--- src/rtl/uart_pkg.sv ---
`default_nettype none
// ============================================================================
// uart_pkg : shared constants, FSM state codes and parity helper for the UART
// Revision : 1.0
// ============================================================================
package uart_pkg;

    localparam int OVERSAMPLE = 16;
    localparam int MID_TICK   = 8;

    typedef logic [2:0] uart_state_t;

    localparam uart_state_t TX_IDLE   = 3'd0;
    localparam uart_state_t TX_START  = 3'd1;
    localparam uart_state_t TX_DATA   = 3'd2;
    localparam uart_state_t TX_PARITY = 3'd3;
    localparam uart_state_t TX_STOP   = 3'd4;

    localparam uart_state_t RX_IDLE   = 3'd0;
    localparam uart_state_t RX_START  = 3'd1;
    localparam uart_state_t RX_DATA   = 3'd2;
    localparam uart_state_t RX_PARITY = 3'd3;
    localparam uart_state_t RX_STOP   = 3'd4;

    // Payload is zero-extended to the widest legal frame (9 bits).
    function automatic logic parity_bit(input logic [8:0] data, input logic odd);
        return (^data) ^ odd;
    endfunction

endpackage
`default_nettype wire

--- src/rtl/uart_baud_gen.sv ---
`default_nettype none
// ============================================================================
// uart_baud_gen : modulo-DIV counter emitting a one-clk tick on its last count
// Revision : 1.0
// ============================================================================
module uart_baud_gen #(
    parameter int DIV = 4
) (
    input  logic clk,
    input  logic rst,
    input  logic clr,
    output logic tick
);

    localparam int            CNT_W = (DIV > 1) ? $clog2(DIV) : 1;
    localparam logic [CNT_W-1:0] LAST = CNT_W'(DIV - 1);

    logic [CNT_W-1:0] cnt;

    always_ff @(posedge clk or negedge rst) begin
        if (!rst) begin
            cnt <= '0;
        end else if (clr || cnt == LAST) begin
            cnt <= '0;
        end else begin
            cnt <= cnt + CNT_W'(1);
        end
    end

    assign tick = (cnt == LAST) && !clr;

endmodule
`default_nettype wire

--- src/rtl/uart_core_param.sv ---
`default_nettype none
// ============================================================================
// uart_core_param : full-duplex UART, internal baud generation, 16x RX voting
// Revision : 1.0
// ============================================================================
module uart_core_param
    import uart_pkg::*;
#(
    parameter int DATA_BITS     = 8,
    parameter int CLKS_PER_TICK = 27
) (
    input  logic                 clk,
    input  logic                 rst,
    input  logic                 cfg_parity_en,
    input  logic                 cfg_parity_odd,
    input  logic                 cfg_two_stop,
    input  logic                 tx_valid,
    input  logic [DATA_BITS-1:0] tx_data,
    output logic                 tx_ready,
    output logic                 tx_out,
    input  logic                 rx_serial,
    input  logic                 rx_ready,
    output logic                 rx_valid,
    output logic [DATA_BITS-1:0] rx_data,
    output logic                 rx_parity_err,
    output logic                 rx_frame_err,
    output logic                 rx_overrun
);

    localparam int IDX_W = $clog2(DATA_BITS + 1);

    // ---------------- transmitter ----------------
    uart_state_t          tx_state;
    logic [DATA_BITS-1:0] tx_shift;
    logic [IDX_W-1:0]     tx_idx;
    logic                 tx_par, tx_par_en, tx_two_stop, tx_second;
    logic                 tx_tick, tx_accept;

    assign tx_ready  = (tx_state == TX_IDLE);
    assign tx_accept = tx_valid && tx_ready;

    uart_baud_gen #(.DIV(OVERSAMPLE * CLKS_PER_TICK)) u_tx_baud (
        .clk  (clk),
        .rst  (rst),
        .clr  (tx_accept),
        .tick (tx_tick)
    );

    always_ff @(posedge clk or negedge rst) begin
        if (!rst) begin
            tx_state    <= TX_IDLE;
            tx_shift    <= '0;
            tx_idx      <= '0;
            tx_par      <= 1'b0;
            tx_par_en   <= 1'b0;
            tx_two_stop <= 1'b0;
            tx_second   <= 1'b0;
            tx_out      <= 1'b1;
        end else begin
            case (tx_state)
                TX_IDLE: if (tx_accept) begin
                    tx_state    <= TX_START;
                    tx_shift    <= tx_data;
                    tx_par      <= parity_bit(9'(tx_data), cfg_parity_odd);
                    tx_par_en   <= cfg_parity_en;
                    tx_two_stop <= cfg_two_stop;
                    tx_second   <= 1'b0;
                    tx_idx      <= '0;
                    tx_out      <= 1'b0;
                end
                TX_START: if (tx_tick) begin
                    tx_state <= TX_DATA;
                    tx_out   <= tx_shift[0];
                    tx_shift <= tx_shift >> 1;
                    tx_idx   <= IDX_W'(1);
                end
                TX_DATA: if (tx_tick) begin
                    // tx_idx counts data bits already placed on the line
                    if (tx_idx == IDX_W'(DATA_BITS)) begin
                        tx_state <= tx_par_en ? TX_PARITY : TX_STOP;
                        tx_out   <= tx_par_en ? tx_par : 1'b1;
                    end else begin
                        tx_out   <= tx_shift[0];
                        tx_shift <= tx_shift >> 1;
                        tx_idx   <= tx_idx + IDX_W'(1);
                    end
                end
                TX_PARITY: if (tx_tick) begin
                    tx_state <= TX_STOP;
                    tx_out   <= 1'b1;
                end
                TX_STOP: if (tx_tick) begin
                    if (tx_two_stop && !tx_second) tx_second <= 1'b1;
                    else                           tx_state  <= TX_IDLE;
                end
                default: begin
                    tx_state <= TX_IDLE;
                    tx_out   <= 1'b1;
                end
            endcase
        end
    end

    // ---------------- receiver ----------------
    uart_state_t          rx_state;
    logic                 sync1, sync2;
    logic [3:0]           rx_tick_cnt, tick_next;
    logic [IDX_W-1:0]     rx_idx;
    logic [DATA_BITS-1:0] rx_shift;
    logic                 vote0, vote1, vote, decide, load;
    logic                 rx_par_en, rx_par_odd, rx_perr;
    logic                 rx_tick;

    uart_baud_gen #(.DIV(CLKS_PER_TICK)) u_rx_baud (
        .clk  (clk),
        .rst  (rst),
        .clr  (rx_state == RX_IDLE),
        .tick (rx_tick)
    );

    // Three samples straddle MID_TICK; the decision is taken on the last one.
    assign tick_next = rx_tick_cnt + 4'd1;
    assign vote      = (vote0 & vote1) | (vote0 & sync2) | (vote1 & sync2);
    assign decide    = rx_tick && (tick_next == 4'(MID_TICK + 1));
    assign load      = decide && (rx_state == RX_STOP);

    always_ff @(posedge clk or negedge rst) begin
        if (!rst) begin
            sync1 <= 1'b1;
            sync2 <= 1'b1;
        end else begin
            sync1 <= rx_serial;
            sync2 <= sync1;
        end
    end

    always_ff @(posedge clk or negedge rst) begin
        if (!rst) begin
            rx_state      <= RX_IDLE;
            rx_tick_cnt   <= '0;
            rx_idx        <= '0;
            rx_shift      <= '0;
            vote0         <= 1'b1;
            vote1         <= 1'b1;
            rx_par_en     <= 1'b0;
            rx_par_odd    <= 1'b0;
            rx_perr       <= 1'b0;
            rx_valid      <= 1'b0;
            rx_data       <= '0;
            rx_parity_err <= 1'b0;
            rx_frame_err  <= 1'b0;
            rx_overrun    <= 1'b0;
        end else begin
            if (rx_tick) rx_tick_cnt <= tick_next;
            if (rx_tick && tick_next == 4'(MID_TICK - 1)) vote0 <= sync2;
            if (rx_tick && tick_next == 4'(MID_TICK))     vote1 <= sync2;

            case (rx_state)
                RX_IDLE: begin
                    rx_tick_cnt <= '0;
                    if (!sync2) rx_state <= RX_START;
                end
                RX_START: if (decide) begin
                    if (vote) begin
                        rx_state <= RX_IDLE;
                    end else begin
                        rx_state   <= RX_DATA;
                        rx_idx     <= '0;
                        rx_par_en  <= cfg_parity_en;
                        rx_par_odd <= cfg_parity_odd;
                        rx_perr    <= 1'b0;
                    end
                end
                RX_DATA: if (decide) begin
                    rx_shift <= {vote, rx_shift[DATA_BITS-1:1]};
                    if (rx_idx == IDX_W'(DATA_BITS - 1))
                        rx_state <= rx_par_en ? RX_PARITY : RX_STOP;
                    else
                        rx_idx <= rx_idx + IDX_W'(1);
                end
                RX_PARITY: if (decide) begin
                    rx_perr  <= (vote != parity_bit(9'(rx_shift), rx_par_odd));
                    rx_state <= RX_STOP;
                end
                RX_STOP: if (decide) rx_state <= RX_IDLE;
                default: rx_state <= RX_IDLE;
            endcase

            if (load) begin
                rx_data       <= rx_shift;
                rx_parity_err <= rx_perr;
                rx_frame_err  <= !vote;
                rx_valid      <= 1'b1;
                rx_overrun    <= rx_valid && !rx_ready;
            end else if (rx_valid && rx_ready) begin
                rx_valid   <= 1'b0;
                rx_overrun <= 1'b0;
            end
        end
    end

endmodule
`default_nettype wire

--- config.mk ---
export PLATFORM = sky130hd
export DESIGN_NAME = uart_core_param
export DESIGN_NICKNAME = d
export VERILOG_FILES = /design/src/rtl/uart_pkg.sv /design/src/rtl/uart_baud_gen.sv /design/src/rtl/uart_core_param.sv
export SDC_FILE = /design/constraint.sdc
export NUM_CORES = 1
export LEC_CHECK = 0
export ABC_AREA = 0
export BUFFER_PORTS_ARGS = -buffer_cell sky130_fd_sc_hd__buf_4
export CAP_MARGIN = 15
export CELL_PAD_IN_SITES_DETAIL_PLACEMENT = 0
export CELL_PAD_IN_SITES_GLOBAL_PLACEMENT = 1
export CORE_UTILIZATION = 45
export CTS_BUF_LIST = sky130_fd_sc_hd__clkbuf_8
export DETAILED_ROUTE_END_ITERATION = 12
export PLACE_DENSITY_LB_ADDON = 0.1
export SLEW_MARGIN = 20
export SYNTH_ARGS = -nofsm -noshare
export SYNTH_HDL_FRONTEND = slang
export SYNTH_SLANG_ARGS = --single-unit
export TNS_END_PERCENT = 5
--- constraint.sdc ---
create_clock -name clk -period 3.3 [get_ports clk]
set_clock_uncertainty 0.15 [all_clocks]
set_input_delay 0.165 -clock clk [delete_from_list [all_inputs] [get_ports clk]]
set_output_delay 0.165 -clock clk [all_outputs]
set_load 0.05 [all_outputs]
==> metrics.txt <==
Detailed Route WL=about 6700 µm; drt drc=0; first-pass GRT wire length=around 12000 µm; # rows=32; peak supply drop=~0.00028 V; Post-synth EDFFs=0; flops & latches, synth=72; CTS Buf Count=9; Seq/Total Area, Yosys=between 40 and 50%; core area=approximately 7800 µm²; HPWL after DPL=between 4000 and 5000 µm; synth cell count leaders=dfrtp_1 (67), mux2_2 (36), nor2_1 (30), nand2_1 (27), xnor2_1 (19); Max Buffers Root-to-Sink=2; Yosys top cell area share=between 40% and 50%; placed inst area=~4000 µm²; largest net degree at the start of global routing=73; Sum Neg Setup Slack=0 ns; die width=92.6 µm; Finish-stage setup viols=0; mux share of post-synthesis cell area=between 10% and 20%; Initial Util=47.0%; share of flip-flops with an asynchronous set or reset=between 90% and 100%; Worst Hold Class=primary input to flop; Final Hold Fails=0; most frequent cell after synthesis=dfrtp_1; post-CTS setup buffer count=0; status=completed; Die Ht=just over 90 µm; Primary FF master, synth=dfrtp_1; H-tree Lvls=3; fin crit share=around three quarters; DRT iter0 DRCs=between 100 and 150; Tightest Pin Transition=~0.9 ns; count of different cell masters after synthesis=around 50; post-DR vias/cell=~5.2; Congestion Overflow GR=0; Slew Limit Headroom=between 40 and 50%; Crit. End Element=flop; Worst Path Required=approximately 3.4 ns; proportion of layout cells with a drive suffix above 1=around 25%; Tmin final=2.46 ns; Yosys Warn Count=0; cell area after layout=~4300 µm²; Area contributors post-synth=dfrtp_1 (45%), mux2_2 (11%), xnor2_1 (4.5%), dfstp_2 (3.6%), ha_1 (3.4%); Total GRT Usage=17.3%; Post-Synth Adder-Cell Area=approximately 3.7%; Mapped Cells=343; Routed Antenna Nets=0; Fin Hold WS=0.0456 ns; I/O pins=30; Leakage=0.00201 µW; syn nets=between 300 and 400; TritonRoute pass-1 iters=4; max-cap violations=0; Synth Cell Area=~3700 µm²; Post-Synth Simple-Gate Area=approximately 16%; PwrDens=approximately 520 nW/µm²; max-slew violation count=0; XOR/XNOR Fraction of Synth Area=under 10%; Filler cells=753; Area growth syn-to-layout=16.9%; WL per Instance=approximately 14 µm; largest family of logic cells by synthesized area=simple AND/OR/NAND/NOR gates; Critical Path Start Type=flop; CP max FO=10; syn avg cell area=roughly 11 µm²; CTS tree=yes; Worst Path Arrival=2.54 ns; unrepaired setup endpoints after global routing=no; gpl congestion=slightly below 0.8; compound-cell area share of the yosys netlist=a little under a tenth; cell taking the most area after synthesis=dfrtp_1; kind of critical path=flop to flop; clk sink count=72; vias in the first global route=about 2500; later-pin clock latency in the skew report=0.34 ns; CTS clock-pin slew for the worst setup and hold paths=0.08 ns; Placed Instances=around 470; Post-Layout Cell Count=~490; # resized after CTS=0; Max Fclk=just over 0.4 GHz; initial antenna violation count=0; ANT cells=0; CTS Root Buffer Type=clkbuf_8; nets=406; Vias=roughly 2600; die area=between 8000 and 9000 µm²; PortBufs=29
==> critical path: stages, from the launching register on <==
cell and delay [ns]:
dfrtp_1 0.41, inv_1 0.07, ha_1 0.14, and4b_1 0.41
and3_1 0.27, o21ai_2 0.14, nor2_2 0.37, mux2_2 0.38
==> layout make-up <==
class	instances	area (µm²)	area share [%]
Sequential cell	72	1810	41.9
Multi-Input combinational cell	246	1780	41.2
Timing Repair Buffer	38	300	6.96
Clock inverter	7	128	2.96
Tap cell	102	128	2.96
Clock buffer	9	124	2.87
Inverter	13	48.8	1.13
==> kinds of logic (layout without fill, tap and decap cells) <==
kind of cell	count (synthesis)	count (layout)
xor+xnor	31	31
simple gates	114	114
compound gates	52	52
buf+inv	25	67
flops	72	72
mux	38	38
fa+ha+maj	11	11
==> sequential cells by signal, indices dropped and copies added (netlist names), 3 cells and up <==
| name | count |
|---|---|
| rx_data | 8 |
| rx_idx | 4 |
| rx_shift | 8 |
| rx_state | 3 |
| rx_tick_cnt | 4 |
| tx_idx | 4 |
| tx_shift | 8 |
| tx_state | 3 |
| u_rx_baud.cnt | 5 |
| u_tx_baud.cnt | 9 |
==> metrics by stage <==
stage	setup WS (ns)	util [%]	total power (µW)
final	0.837	54.9	2260
after global routing	0.640	54.9	2370
after CTS	0.791	54.9	2280
after detailed placement	0.802	51.0	1400
after global placement	0.937	51.0	1390
after floorplan	0.999	-	1300
==> path summary, 6_finish.rpt <==
path / startpoint / cells past startpoint / end / slack, ns
max: u_rx_baud.cnt[0] / 7 / rx_shift[1] / 0.84
min: tx_data[4] / 3 / tx_shift[4] / 0.05
max reg2reg: u_rx_baud.cnt[0] / 7 / rx_shift[1] / 0.84
min reg2reg: sync1 / 0 / sync2 / 0.21
max in group asynchronous: rst / 2 / tx_state[0] / 2.10
min in group asynchronous: rst / 2 / rx_tick_cnt[2] / 0.34
==> layer usage <==
layer  GRT usage [%]  part of all wire (%)  vias up
li1                -                     -     1277
met1            24.3                    50     1221
met2            25.9                    45       44
met3            3.28                   3.2        8
met4            7.42                   1.4        0
met5               0                     0        -
==> timing repair <==
item | in CTS | in global routing
hold buffers | 6 | 0
hold endpoints to repair | 74 | 0
setup endpoints to repair | 0 | 0
==> report_power, final <==
group	total, µW	switching [µW]	internal, µW
sequential	1080	88.8	992
combinational	305	140	165
clock	870	357	513
total	2260	586	1670
==> layout by cell type, fill, tap and decap left out, types with 4 or more instances in the layout <==
cell type,instances
nor3_1,7
nand4_1,4
dfstp_2,5
dlygate4sd3_1,6
nor2_1,30
xor2_1,12
inv_1,13
nand2_1,27
o211ai_1,4
xnor2_1,19
nand2b_1,5
o21ai_0,14
mux2_2,36
a21oi_1,14
dfrtp_1,67
and3_1,4
nand3_1,11
ha_1,10
clkbuf_8,9
buf_4,32
No activity file was read; power rests on OpenSTA's default activity.
